`src/rtl/rf_op_pkg.sv`:
```
// rf_op_pkg: shared definitions for the register-file operation sequencer.
//   - DATA_W_DEF / ADDR_W_DEF: default datapath and register-index widths
//   - INSTR_W and instruction field bit positions ([8:6] op, [5:4] rd, [3:2] rs1, [1:0] rs2)
//   - opcode constants OP_ADD..OP_NOP
//   - sequencer state encoding
//   - field extraction helpers
package rf_op_pkg;

    localparam int unsigned DATA_W_DEF = 16;
    localparam int unsigned ADDR_W_DEF = 2;
    localparam int unsigned INSTR_W    = 9;

    localparam int unsigned OP_MSB  = 8;
    localparam int unsigned OP_LSB  = 6;
    localparam int unsigned RD_MSB  = 5;
    localparam int unsigned RD_LSB  = 4;
    localparam int unsigned RS1_MSB = 3;
    localparam int unsigned RS1_LSB = 2;
    localparam int unsigned RS2_MSB = 1;
    localparam int unsigned RS2_LSB = 0;

    localparam logic [2:0] OP_ADD = 3'b000;
    localparam logic [2:0] OP_SUB = 3'b001;
    localparam logic [2:0] OP_AND = 3'b010;
    localparam logic [2:0] OP_OR  = 3'b011;
    localparam logic [2:0] OP_XOR = 3'b100;
    localparam logic [2:0] OP_MUL = 3'b101;
    localparam logic [2:0] OP_MOV = 3'b110;
    localparam logic [2:0] OP_NOP = 3'b111;

    typedef enum logic [2:0] {
        StIdle,
        StRead,
        StExec,
        StMul,
        StWb
    } seq_state_e;

    function automatic logic [2:0] instr_op(input logic [INSTR_W-1:0] instr);
        return instr[OP_MSB:OP_LSB];
    endfunction

    function automatic logic [1:0] instr_rd(input logic [INSTR_W-1:0] instr);
        return instr[RD_MSB:RD_LSB];
    endfunction

    function automatic logic [1:0] instr_rs1(input logic [INSTR_W-1:0] instr);
        return instr[RS1_MSB:RS1_LSB];
    endfunction

    function automatic logic [1:0] instr_rs2(input logic [INSTR_W-1:0] instr);
        return instr[RS2_MSB:RS2_LSB];
    endfunction

endpackage

```
`src/rtl/seq_shift_add_mul.sv`:
```
// seq_shift_add_mul: iterative shift-add unsigned multiplier, one partial product per cycle.
//   clk_i       rising-edge clock
//   rst_i       synchronous active-high reset, abandons any multiply in progress
//   start_i     one-cycle pulse, samples a_i/b_i
//   a_i, b_i    DATA_W-bit unsigned operands
//   done_o      high in the cycle of the final iteration (DATA_W cycles after start)
//   product_o   2*DATA_W-bit product, valid while done_o is high
module seq_shift_add_mul #(
    parameter int unsigned DATA_W = 16
) (
    input  logic                  clk_i,
    input  logic                  rst_i,
    input  logic                  start_i,
    input  logic [DATA_W-1:0]     a_i,
    input  logic [DATA_W-1:0]     b_i,
    output logic                  done_o,
    output logic [2*DATA_W-1:0]   product_o
);

    localparam logic [4:0] LastIter = 5'(DATA_W - 1);

    logic [2*DATA_W-1:0] mcand_q;
    logic [2*DATA_W-1:0] acc_q;
    logic [2*DATA_W-1:0] acc_next;
    logic [DATA_W-1:0]   mplier_q;
    logic [4:0]          cnt_q;
    logic                run_q;

    always_comb begin
        acc_next = acc_q + (mplier_q[0] ? mcand_q : '0);
    end

    // The last partial product is folded in combinationally so the result is
    // available in the same cycle as done_o.
    assign done_o    = run_q && (cnt_q == LastIter);
    assign product_o = acc_next;

    always_ff @(posedge clk_i) begin
        if (rst_i) begin
            mcand_q  <= '0;
            acc_q    <= '0;
            mplier_q <= '0;
            cnt_q    <= '0;
            run_q    <= 1'b0;
        end else if (start_i) begin
            mcand_q  <= {{DATA_W{1'b0}}, a_i};
            acc_q    <= '0;
            mplier_q <= b_i;
            cnt_q    <= '0;
            run_q    <= 1'b1;
        end else if (run_q) begin
            acc_q    <= acc_next;
            mcand_q  <= mcand_q << 1;
            mplier_q <= mplier_q >> 1;
            cnt_q    <= cnt_q + 5'd1;
            if (done_o) begin
                run_q <= 1'b0;
            end
        end
    end

endmodule

```
`src/rtl/rf_op_sequencer.sv`:
```
// rf_op_sequencer: execute/write-back sequencer in front of a 4x16-bit register file.
// Accepts one instruction at a time, reads both operands from the RF, computes the
// result and issues a single write-back pulse. Maintains Zero/Carry flags.
// Optional feature: define RF_OP_SEQ_MUL_EN to build the 16-cycle iterative multiplier;
// without it op 101 behaves as NOP.
//   Clock, Reset                 rising-edge clock, synchronous active-high reset
//   Instr_Valid/Instr_Ready      instruction handshake, Instr = {op, rd, rs1, rs2}
//   Read_Address1/2, Read_Data1/2  RF combinational read ports
//   Write_Enable/Address/Data    RF write port
//   Done                         one-cycle pulse at write-back
//   Busy                         high whenever not idle
//   Zero, Carry                  registered result flags
module rf_op_sequencer import rf_op_pkg::*; #(
    parameter int unsigned DATA_W = DATA_W_DEF,
    parameter int unsigned ADDR_W = ADDR_W_DEF
) (
    input  logic                Clock,
    input  logic                Reset,
    input  logic                Instr_Valid,
    output logic                Instr_Ready,
    input  logic [INSTR_W-1:0]  Instr,
    output logic [ADDR_W-1:0]   Read_Address1,
    output logic [ADDR_W-1:0]   Read_Address2,
    input  logic [DATA_W-1:0]   Read_Data1,
    input  logic [DATA_W-1:0]   Read_Data2,
    output logic                Write_Enable,
    output logic [ADDR_W-1:0]   Write_Address,
    output logic [DATA_W-1:0]   Write_Data,
    output logic                Done,
    output logic                Busy,
    output logic                Zero,
    output logic                Carry
);

    seq_state_e          state_q, state_d;
    logic [INSTR_W-1:0]  instr_q, instr_d;
    logic                ready_q, ready_d;
    logic [DATA_W-1:0]   op_a_q, op_a_d;
    logic [DATA_W-1:0]   op_b_q, op_b_d;
    logic [DATA_W-1:0]   result_q, result_d;
    logic                zero_q, zero_d;
    logic                carry_q, carry_d;
    logic [DATA_W:0]     sum;
    logic [DATA_W:0]     diff;
    logic [2:0]          op;
    logic                writes_back;

    assign op = instr_op(instr_q);

`ifdef RF_OP_SEQ_MUL_EN
    logic                mul_start;
    logic                mul_done;
    logic [2*DATA_W-1:0] mul_product;

    // Operands are taken straight from the RF in READ, same values latched into op_a/op_b.
    seq_shift_add_mul #(
        .DATA_W (DATA_W)
    ) u_mul (
        .clk_i     (Clock),
        .rst_i     (Reset),
        .start_i   (mul_start),
        .a_i       (Read_Data1),
        .b_i       (Read_Data2),
        .done_o    (mul_done),
        .product_o (mul_product)
    );

    assign writes_back = (op != OP_NOP);
`else
    assign writes_back = (op != OP_NOP) && (op != OP_MUL);
`endif

    always_comb begin
        sum  = {1'b0, op_a_q} + {1'b0, op_b_q};
        diff = {1'b0, op_a_q} - {1'b0, op_b_q};
    end

    always_comb begin
        state_d  = state_q;
        instr_d  = instr_q;
        ready_d  = ready_q;
        op_a_d   = op_a_q;
        op_b_d   = op_b_q;
        result_d = result_q;
        zero_d   = zero_q;
        carry_d  = carry_q;
`ifdef RF_OP_SEQ_MUL_EN
        mul_start = 1'b0;
`endif
        case (state_q)
            StIdle: begin
                if (Instr_Valid && ready_q) begin
                    instr_d = Instr;
                    ready_d = 1'b0;
                    state_d = StRead;
                end
            end
            StRead: begin
                op_a_d  = Read_Data1;
                op_b_d  = Read_Data2;
                state_d = StExec;
`ifdef RF_OP_SEQ_MUL_EN
                if (op == OP_MUL) begin
                    mul_start = 1'b1;
                    state_d   = StMul;
                end
`endif
            end
            StExec: begin
                state_d = StWb;
                // NOP, and MUL when it is not built, leave result and flags untouched.
                case (op)
                    OP_ADD: begin
                        result_d = sum[DATA_W-1:0];
                        carry_d  = sum[DATA_W];
                        zero_d   = (sum[DATA_W-1:0] == '0);
                    end
                    OP_SUB: begin
                        // Top bit of the widened difference is the borrow.
                        result_d = diff[DATA_W-1:0];
                        carry_d  = diff[DATA_W];
                        zero_d   = (diff[DATA_W-1:0] == '0);
                    end
                    OP_AND: begin
                        result_d = op_a_q & op_b_q;
                        carry_d  = 1'b0;
                        zero_d   = ((op_a_q & op_b_q) == '0);
                    end
                    OP_OR: begin
                        result_d = op_a_q | op_b_q;
                        carry_d  = 1'b0;
                        zero_d   = ((op_a_q | op_b_q) == '0);
                    end
                    OP_XOR: begin
                        result_d = op_a_q ^ op_b_q;
                        carry_d  = 1'b0;
                        zero_d   = ((op_a_q ^ op_b_q) == '0);
                    end
                    OP_MOV: begin
                        result_d = op_a_q;
                        carry_d  = 1'b0;
                        zero_d   = (op_a_q == '0);
                    end
                    default: ;
                endcase
            end
`ifdef RF_OP_SEQ_MUL_EN
            StMul: begin
                if (mul_done) begin
                    result_d = mul_product[DATA_W-1:0];
                    carry_d  = |mul_product[2*DATA_W-1:DATA_W];
                    zero_d   = (mul_product[DATA_W-1:0] == '0);
                    state_d  = StWb;
                end
            end
`endif
            StWb: begin
                ready_d = 1'b1;
                state_d = StIdle;
            end
            default: begin
                state_d = StIdle;
            end
        endcase
    end

    always_ff @(posedge Clock) begin
        if (Reset) begin
            state_q  <= StIdle;
            instr_q  <= '0;
            ready_q  <= 1'b1;
            op_a_q   <= '0;
            op_b_q   <= '0;
            result_q <= '0;
            zero_q   <= 1'b0;
            carry_q  <= 1'b0;
        end else begin
            state_q  <= state_d;
            instr_q  <= instr_d;
            ready_q  <= ready_d;
            op_a_q   <= op_a_d;
            op_b_q   <= op_b_d;
            result_q <= result_d;
            zero_q   <= zero_d;
            carry_q  <= carry_d;
        end
    end

    assign Instr_Ready   = ready_q;
    assign Busy          = (state_q != StIdle);
    assign Done          = (state_q == StWb);
    assign Write_Enable  = Done && writes_back;
    assign Write_Address = instr_rd(instr_q);
    assign Write_Data    = result_q;
    assign Read_Address1 = instr_rs1(instr_q);
    assign Read_Address2 = instr_rs2(instr_q);
    assign Zero          = zero_q;
    assign Carry         = carry_q;

endmodule
```
`config.mk`:
```
export PLATFORM = sky130hd
export DESIGN_NAME = rf_op_sequencer
export DESIGN_NICKNAME = d
export VERILOG_FILES = /design/src/rtl/rf_op_pkg.sv /design/src/rtl/seq_shift_add_mul.sv /design/src/rtl/rf_op_sequencer.sv
export SDC_FILE = /design/constraint.sdc
export NUM_CORES = 1
export LEC_CHECK = 0
export ABC_CLOCK_PERIOD_IN_PS = 2630
export CORE_AREA = 2 2 112 114
export CTS_CLUSTER_DIAMETER = 50
export CTS_CLUSTER_SIZE = 24
export DETAILED_ROUTE_END_ITERATION = 16
export DIE_AREA = 0 0 114 116
export GPL_TIMING_DRIVEN = 0
export HOLD_SLACK_MARGIN = 0.03
export PLACE_DENSITY = 0.77
export RECOVER_POWER = 100
export SLEW_MARGIN = 20
export SYNTH_ARGS = -nofsm -noshare
export SYNTH_HDL_FRONTEND = slang
export SYNTH_SLANG_ARGS = --single-unit
export TNS_END_PERCENT = 30
```
`constraint.sdc`:
```
create_clock -name Clock -period 2.63 [get_ports Clock]
set_clock_uncertainty 0.2 [all_clocks]
set_input_delay 0.789 -clock Clock [delete_from_list [all_inputs] [get_ports Clock]]
set_output_delay 0.789 -clock Clock [all_outputs]
set_load 0.01 [all_outputs]
```
==> reports/qor.yml <==
detailed_routing:
  post_drt_wl_per_cell_microns: 19.55
  vias: 5870
  drc: 0
  antenna_left: 0
  drt_wl_total_mm: 19.18
  first_pass_iters: 5
  first_iter_violations: 609
  avgViaCountPerCell: 5.984
sta:
  relSlewSlack_pct: 52.68
  finalWorstSetupSlack_ns: -0.3688
  fmax_mhz: 333.5
  setup_viol_count_final: 8
  report.final.slew_viol_count: 0
  grt_setup_unrepaired: "yes"
  finalHoldViolations: 0
  worst_pin_slew_ns: 0.7098
  min_period_ns: 2.999
  fin_crit_sh_pct: 114.0
global_routing:
  grtUsageTotal_pct: 29.52
  grt_pass1_vias: 5569
  grt_max_degree: 13
  grt_pass1_wl_mm: 29.93
  grt_overflow: 0
  antenna_found_initial: 0
die:
  die_area_sq_um: 13220
  fp-row-count: 40
  die_h_microns: 116
  pin_count: 72
  die_x_microns: 114
  initial_core_util_pct: 44.43
  coreArea_sq_um: 11910
logic_synthesis:
  syn-num-nets: 822
  ys.flop_type: "dfxtp_1"
  synthTopCellsByCount: "126 x nand2_1, 84 x a21oi_1, 63 x dfxtp_1"
  postSynth.asyncResetShare_pct: 0
  yosysMostFrequentCell: "nand2_1"
  ys_seq_elements: 63
  yosys.area.top_type: "dfxtp_1"
  ys_seq_area_share_pct: 23.83
  synth_top_area_share_pct: 23.83
  synthTopCellsByArea: "dfxtp_1 24%, ha_1 11%, nand2_1 8.9%, a21oi_1 7.9%, inv_1 3.8%"
  synth-edff-count: 0
  yosysUniqueCellTypes: 72
  syn_avg_cell_area_sq_um: 7.270
  ys_warn_count: 0
  synthesis.area_sq_um: 5293
  synth_cells: 728
clocking:
  cts_made_buffers: 9
  root_buffer: "clkbuf_16"
  cts.path.max_buffers: 2
  clock-sinks: 63
  clock_latency_ns: 0.34
  htree_levels: 3
  cts_tree: "done"
  path_clk_slew_ns: 0.06
power_and_ir_drop:
  peakVddDrop_uv: 344.9
  powerDensity_nw_per_um2: 514.3
  p_leak_nw: 2.714
worst_hold_path:
  worstHoldPathType: "register to register"
placed_design:
  io_buffer_count: 70
  hpwlAfterDp_mm: 14.55
  place_inst: 945
  dpl_cell_area_sq_um: 6292
  gp_congestion: 1.003
setup_path:
  critPathLaunchType: "register"
  cp-end-kind: "register"
  crit_required_ns: 2.71
  path_class: "register to register"
  cp_data_arrival_time_ns: 3.08
  crit_fanout: 3
cells_and_area:
  syn_to_final_growth_pct: 35.30
  antenna_cells: 0
  fillers: 1117
  final_layout_size_suffix_gt1_share_pct: 18.11
  fin_nets: 923
  final_cells: 981
  final_cell_area_sq_um: 7161
run:
  drv_cap: 0
status:
  status: "finished, violations left"
  violations: "negative setup slack"
## layout make-up
type | count | area, sq um | area share [%]
flip-flops and latches | 63 | 1315 | 18.36
plain buffers | 53 | 287.8 | 4.019
clock buffers | 9 | 225.2 | 3.145
inverters | 54 | 207.7 | 2.901
well taps | 147 | 183.9 | 2.569
clock inverters | 7 | 71.32 | 0.9960
repair buffers | 92 | 868.3 | 12.13
multi-input cells | 556 | 4001 | 55.88
## power breakdown
part	internal, W	total, W	switching (W)
registers	0.00100	0.00106	0.0000611
clock network	0.000733	0.00120	0.000466
logic	0.000620	0.00142	0.000800
## stage by stage
step	TNS, ns	utilization [%]	setup WS, ns	power [W]	hold WS [ns]
3_5_place_dp	-5.513	52.83	-0.6638	0.002256	0.2442
4_1_cts	-1.578	58.77	-0.3956	0.003582	0.2498
2_1_floorplan	-0.01767	-	-0.01767	0.001868	0.2367
3_3_place_gp	-5.184	52.83	-0.6865	0.002251	0.2424
5_1_grt	-2.593	60.12	-0.4539	0.003855	0.2616
6_report	-1.607	60.12	-0.3688	0.003683	0.2446
## path summary, 6_finish.rpt
kind,from,end,slack [ns],cells past startpoint
worst min-delay path,Write_Data[4]$_SDFFE_PP0P_,Write_Data[4]$_SDFFE_PP0P_,0.24,2
worst min register to register,Write_Data[4]$_SDFFE_PP0P_,Write_Data[4]$_SDFFE_PP0P_,0.24,2
worst max-delay path,op_a_q[0]$_SDFFE_PP0P_,Zero$_SDFFE_PP0P_,-0.37,12
worst max register to register,op_a_q[0]$_SDFFE_PP0P_,Zero$_SDFFE_PP0P_,-0.37,12
## cells in the final DEF (no fill, tap or decap), drive strengths merged, types with 3 or more instances in the layout
| cell type | count |
|---|---|
| a2111oi | 3 |
| a211oi | 8 |
| a21o | 8 |
| a21oi | 85 |
| a221oi | 4 |
| a31oi | 5 |
| and2 | 4 |
| and3 | 6 |
| buf | 35 |
| clkbuf | 49 |
| clkdlybuf4s50 | 43 |
| clkinvlp | 3 |
| dfxtp | 63 |
| dlygate4sd3 | 26 |
| ha | 48 |
| inv | 55 |
| mux2i | 10 |
| nand2 | 126 |
| nand2b | 6 |
| nand3 | 8 |
| nand4 | 12 |
| nor2 | 42 |
| nor2b | 16 |
| nor3 | 16 |
| nor4 | 12 |
| o2111ai | 3 |
| o211ai | 10 |
| o21ai | 22 |
| o21bai | 5 |
| o221a | 3 |
| o221ai | 9 |
| o22ai | 11 |
| o311ai | 6 |
| o31ai | 5 |
| or4 | 7 |
| xnor2 | 18 |
## worst max-delay path, stage by stage, from the launching register on
cell      delay [ns]
dfxtp_4         0.35
buf_4           0.15
inv_4           0.07
ha_4            0.14
fa_2            0.26
nor3_1          0.06
o311ai_1        0.38
o311ai_0        0.26
xnor2_1         0.25
nand4_1         0.15
nor4_2          0.43
nand4b_1        0.15
nand3_1         0.10
## registers in the layout (all words and copies together), names as in the netlist
name,cells
instr_q,9
Carry,1
op_a_q,16
Zero,1
state_q,3
Instr_Ready,1
op_b_q,16
Write_Data,16
## repair_timing
| item | 4_1_cts | 5_1_grt |
|---|---|---|
| hold buffers | 0 | 0 |
| setup endpoints to repair | 18 | 16 |
| pin swaps | 21 | 16 |
| gates resized for setup | 74 | 29 |
| buffers inserted | 16 | 6 |
## cells by family after synthesis
group,share of synthesized area [%]
buffers and inverters,8.440
AO/OA/AOI/OAI,26.34
adder cells (fa/ha/maj),12.10
AND/OR/NAND/NOR,23.66
multiplexers,2.317
flip-flops,23.83
XOR/XNOR,3.310
## routing by layer
layer | up-vias | global-route usage [%] | share of wire, %
met5 | - | 0 | 0
met4 | 0 | 14.47 | 4.8
met3 | 74 | 6.642 | 9.2
met2 | 331 | 46.55 | 45
met1 | 2684 | 38.24 | 41
li1 | 2781 | - | -
Power figures use the tool's default switching activity.
